**src/rtl/placar_display.sv**
```systemverilog
// Dual 7-bit score to 3-digit BCD converter (shift-add-3) driving a 6-digit,
// time-multiplexed, active-low seven-segment display with leading-zero blanking.
module placar_display #(
    parameter int unsigned SCAN_DIV = 50000
) (
    input  logic       clock,
    input  logic       clr,
    input  logic [6:0] somaTime1,
    input  logic [6:0] somaTime2,
    output logic [6:0] seg,
    output logic [5:0] an,
    output logic       bcd_valid
);

    localparam int unsigned PW = (SCAN_DIV > 1) ? $clog2(SCAN_DIV) : 1;

    typedef enum logic [1:0] {IDLE, LOAD, SHIFT, DONE} convStateT;

    convStateT   state, nextState;
    logic        startPending;
    logic [6:0]  shadow1, shadow2;
    logic [6:0]  binSh1, binSh2;
    logic [11:0] bcd1, bcd2;
    logic [11:0] disp1, disp2;
    logic [2:0]  bitCnt;
    logic [PW-1:0] prescaler;
    logic [2:0]  digitIdx, nextIdx;
    logic        scanWrap;
    logic [6:0]  nextSeg;

    function automatic logic [11:0] dabble(input logic [11:0] b, input logic inBit);
        logic [11:0] a;
        a = b;
        for (int unsigned i = 0; i < 3; i++) begin
            if (a[4*i +: 4] >= 4'd5)
                a[4*i +: 4] = a[4*i +: 4] + 4'd3;
        end
        return {a[10:0], inBit};
    endfunction

    function automatic logic [6:0] segCode(input logic [3:0] d);
        case (d)
            4'd0:    return 7'b0000001;
            4'd1:    return 7'b1001111;
            4'd2:    return 7'b0010010;
            4'd3:    return 7'b0000110;
            4'd4:    return 7'b1001100;
            4'd5:    return 7'b0100100;
            4'd6:    return 7'b0100000;
            4'd7:    return 7'b0001111;
            4'd8:    return 7'b0000000;
            4'd9:    return 7'b0000100;
            default: return 7'b1111111;
        endcase
    endfunction

    always_ff @(posedge clock or negedge clr) begin
        if (!clr) state <= IDLE;
        else      state <= nextState;
    end

    always_comb begin
        nextState = state;
        case (state)
            IDLE:  if (startPending || somaTime1 != shadow1 || somaTime2 != shadow2)
                       nextState = LOAD;
            LOAD:  nextState = SHIFT;
            SHIFT: if (bitCnt == 3'd7) nextState = DONE;
            DONE:  nextState = IDLE;
            default: nextState = IDLE;
        endcase
    end

    // Datapath acts on the edge that enters each state, so DONE's display
    // write lands on edge 9 of a conversion that starts with LOAD at edge 1.
    always_ff @(posedge clock or negedge clr) begin
        if (!clr) begin
            startPending <= 1'b1;
            shadow1      <= '0;
            shadow2      <= '0;
            binSh1       <= '0;
            binSh2       <= '0;
            bcd1         <= '0;
            bcd2         <= '0;
            disp1        <= '0;
            disp2        <= '0;
            bitCnt       <= '0;
            bcd_valid    <= 1'b0;
        end else begin
            case (nextState)
                LOAD: begin
                    startPending <= 1'b0;
                    shadow1      <= somaTime1;
                    shadow2      <= somaTime2;
                    binSh1       <= somaTime1;
                    binSh2       <= somaTime2;
                    bcd1         <= '0;
                    bcd2         <= '0;
                    bitCnt       <= '0;
                end
                SHIFT: begin
                    bcd1   <= dabble(bcd1, binSh1[6]);
                    bcd2   <= dabble(bcd2, binSh2[6]);
                    binSh1 <= {binSh1[5:0], 1'b0};
                    binSh2 <= {binSh2[5:0], 1'b0};
                    bitCnt <= bitCnt + 3'd1;
                end
                DONE: begin
                    disp1     <= bcd1;
                    disp2     <= bcd2;
                    bcd_valid <= 1'b1;
                end
                default: ;
            endcase
        end
    end

    assign scanWrap = (prescaler == PW'(SCAN_DIV - 1));
    assign nextIdx  = (digitIdx == 3'd5) ? 3'd0 : digitIdx + 3'd1;

    always_comb begin
        logic [11:0] team;
        logic [3:0]  hund, tens, unit;
        team    = (nextIdx >= 3'd3) ? disp1 : disp2;
        hund    = team[11:8];
        tens    = team[7:4];
        unit    = team[3:0];
        nextSeg = segCode(unit);
        case (nextIdx)
            3'd5, 3'd2: nextSeg = (hund == 4'd0) ? 7'b1111111 : segCode(hund);
            3'd4, 3'd1: nextSeg = (hund == 4'd0 && tens == 4'd0) ? 7'b1111111 : segCode(tens);
            default:    nextSeg = segCode(unit);
        endcase
    end

    always_ff @(posedge clock or negedge clr) begin
        if (!clr) begin
            prescaler <= '0;
            digitIdx  <= '0;
            an        <= 6'b111110;
            seg       <= 7'b0000001;
        end else if (scanWrap) begin
            prescaler <= '0;
            digitIdx  <= nextIdx;
            an        <= ~(6'b000001 << nextIdx);
            seg       <= nextSeg;
        end else begin
            prescaler <= prescaler + PW'(1);
        end
    end

endmodule

```
**config.mk**
```make
export PLATFORM = sky130hd
export DESIGN_NAME = placar_display
export DESIGN_NICKNAME = d
export VERILOG_FILES = /design/src/rtl/placar_display.sv
export SDC_FILE = /design/constraint.sdc
export NUM_CORES = 1
export LEC_CHECK = 0
export ABC_AREA = 1
export BUFFER_PORTS_ARGS = -buffer_cell sky130_fd_sc_hd__buf_2
export CAP_MARGIN = 10
export CORE_MARGIN = 4
export CORE_UTILIZATION = 30
export CTS_CLUSTER_DIAMETER = 80
export DETAILED_ROUTE_END_ITERATION = 8
export MAX_ROUTING_LAYER = met4
export PLACE_DENSITY = 0.47
export SYNTH_ARGS = -nofsm -noshare
export SYNTH_HDL_FRONTEND = slang
export SYNTH_SLANG_ARGS = --single-unit
```
**constraint.sdc**
```tcl
create_clock -name clock -period 4.4 [get_ports clock]
set_input_delay 0.88 -clock clock [delete_from_list [all_inputs] [get_ports clock]]
set_output_delay 0.88 -clock clock [all_outputs]
set_load 0.005 [all_outputs]
```
==> results.py <==
metrics = {
    "clocking": {
        "root_buffer": "clkbuf_16",
        "cts_resized": 0,
        "cts_sinks": 115,
        "htreeDepth": 4,
        "clkLatencyLatePin_ps": 420,
        "post_cts.repair.setup_buffers": 0,
        "clk_pin_slew_ps": 60,
        "cts.path.max_buffers": 2,
        "cts_hold_buffers": 0,
        "numCtsBuffers": 17,
        "cts_tree": "done",
    },
    "pwr": {
        "leakage_uw": 0.00363,
        "power_density_nw_per_um2": 566,
        "vdd_drop_max_uv": 560,
    },
    "worst_setup_path": {
        "worstPathRequired_ps": 4740,
        "endpoint_kind": "register",
        "crit_path_start_kind": "register",
        "crit_chain": "inv_1, ha_1, inv_1, nor3_1, nand4_1, nor4_1, nand2_1, nand2_1, inv_1, ha_1, buf_4, inv_1, or2_2, o211ai_1",
        "crit_path_frequent_cell": "inv_1",
        "cpPeakStageDelay_ps": 490,
        "crit_arrival_ps": 3450,
        "crit_slowest_cell": "or2_2",
        "crit_fanout": 29,
        "path_class": "register to register",
    },
    "timing": {
        "rsz0062_at_grt": "no",
        "worstMarginPinSlew_ps": 932,
        "setup_viol": 0,
        "setup_tns_ps": 0,
        "relSlewSlack_pct": 37.9,
        "post-route-min-period_ps": 3110,
        "finalHoldViolCount": 0,
        "fin_skew_ps": 8.42,
        "slew_violations": 0,
        "max_freq_mhz": 321,
        "period_share_pct": 70.8,
    },
    "yosys": {
        "syn_area_um2": 6340,
        "synth_edf_count": 0,
        "yosysTopAreaCell": "dfrtp_1",
        "yosys_warnings": 0,
        "syn-num-nets": 844,
        "yosysMostFrequentCell": "nand2_1",
        "syn_avg_cell_area_um2": 8.00,
        "ys_seq_elements": 115,
        "yosysSeqAreaShare_pct": 45.5,
        "synth_ff_type": "dfrtp_1",
        "netlist.area_leader.share_pct": 42.6,
        "synth_cell_type_count": 39,
        "syn_inst": 793,
        "synthArstFlopShare_pct": 100,
        "synth_area_leaders": "dfrtp_1, nand2_1, inv_1, ha_1, o21ai_0",
        "netlist_top_cells_count": "nand2_1, inv_1, dfrtp_1",
    },
    "cells_and_area": {
        "insertedDiodeCount": 0,
        "multi_input_area_um2": 2870,
        "nFillCells": 2168,
        "syn_to_final_growth_pct": 16.3,
        "register_area_um2": 2890,
        "fin_area_um2": 7380,
        "drive_above_1_share_pct": 11.9,
        "layout.nets": 877,
        "layout.cells.non_filler": 1109,
        "fin_util_pct": 36.0,
    },
    "routing": {
        "via_per_inst": 4.48,
        "drc": 0,
        "wl_per_cell_um": 12.3,
        "final_antenna_net_count": 0,
        "drtIter0Drc": 158,
        "vias": 4967,
        "firstDrtPassIters": 4,
        "wl_um": 13700,
    },
    "floorplanning": {
        "dieHeight_um": 153,
        "start_util_pct": 30.9,
        "num_io_pins": 30,
        "die-area_um2": 23500,
        "rows": 52,
        "die_w_um": 153,
        "coreArea_um2": 20500,
    },
    "global_route": {
        "grt_pass1_vias": 4892,
        "grt-ovfl-total": 0,
        "grt.total_usage_pct": 12.6,
        "grt_pass1_wl_um": 23700,
        "grt_max_degree": 71,
        "antenna_found_initial": 0,
    },
    "run": {
        "maxCapViolCount": 0,
    },
    "place": {
        "io_buffer_count": 29,
        "dp_hpwl_um": 9630,
        "place_area_um2": 6780,
        "place_inst": 1077,
        "gp_congestion": 0.774,
    },
    "outcome": {
        "status": "finished clean",
    },
    "min_path": {
        "hold_class": "register to register",
    },
}
-- critical path, delay by kind of cell, from the launching register on --
kind	cells	cell delay, ps
buf+inv	5	800
flops	1	380
simple gates	6	1200
fa+ha+maj	2	430
compound gates	1	210
-- flip-flops by register name, summed over array words and instances (netlist names), 3 cells and up --
register,flops
prescaler,16
an,6
disp1,12
shadow2,7
seg,7
digitIdx,3
binSh2,7
bitCnt,3
disp2,12
bcd1,12
bcd2,12
binSh1,7
shadow1,7
-- per-layer routing --
| layer | vias up | GRT usage [%] | part of all wire [%] |
|---|---|---|---|
| li1 | 2612 | - | - |
| met1 | 2293 | 16.7 | 51 |
| met2 | 51 | 19.0 | 45 |
| met3 | 11 | 3.56 | 3.0 |
| met4 | 0 | 3.32 | 1.0 |
| met5 | - | - | 0 |
-- cells in the final DEF, fill, tap and decap left out, types with 3 or more instances in the layout --
cell type,instances
dfstp_2,7
clkbuf_16,17
clkinv_4,6
o21ai_0,68
o221ai_1,6
a21oi_1,25
xnor2_1,7
nand2_1,180
nor2_1,57
or2_2,3
nor3_1,5
xor2_1,12
buf_4,7
nor4_1,6
o32ai_1,4
o211ai_1,7
ha_1,35
o22ai_1,10
nand2_2,10
dfrtp_1,108
inv_1,130
nand3_1,60
inv_6,5
buf_2,28
nand2_4,4
o21ai_1,5
nand4_1,5
-- cell families after synthesis --
family	synth area share (%)
AO/OA/AOI/OAI	12.5
XOR/XNOR	2.62
adder cells (fa/ha/maj)	6.90
buffers and inverters	9.17
flip-flops	45.5
AND/OR/NAND/NOR	23.3
-- power by group --
group | internal (uW) | switching [uW]
sequential | 1270 | 109
combinational | 429 | 962
clock | 849 | 557
-- per-stage QoR --
step                total power, uW  hold WS (ps)  setup slack, ps
floorplan                      2420           419             1520
CTS                            4250           442             1220
global route                   4500           470              834
detailed placement             2810           434              830
finish                         4180           440             1290
global placement               2800           426              868
-- final cells by class --
class / count / share of cell area, %
sequential: 115 / 39.1
multi-input combinational: 527 / 39.0
inverter: 130 / 6.61
clock buffer: 17 / 5.77
tap: 270 / 4.58
timing repair buffer: 35 / 2.61
clock inverter: 15 / 2.34
-- path summary, 6_finish.rpt --
check / from / to / slack, ps / depth (start not counted)
worst max-delay path: state[0]$_DFF_PN0_ / binSh2[4]$_DFFE_PN0P_ / 1290 / 14
worst min-delay path: startPending$_DFFE_PN1N_ / startPending$_DFFE_PN1N_ / 440 / 2
min in group asynchronous: clr / bcd2[9]$_DFFE_PN0P_ / 600 / 1
worst max register to register: state[0]$_DFF_PN0_ / binSh2[4]$_DFFE_PN0P_ / 1290 / 14
max in group asynchronous: clr / binSh2[1]$_DFFE_PN0P_ / 2890 / 2
worst min register to register: startPending$_DFFE_PN1N_ / startPending$_DFFE_PN1N_ / 440 / 2
Power figures use the tool's default switching activity.
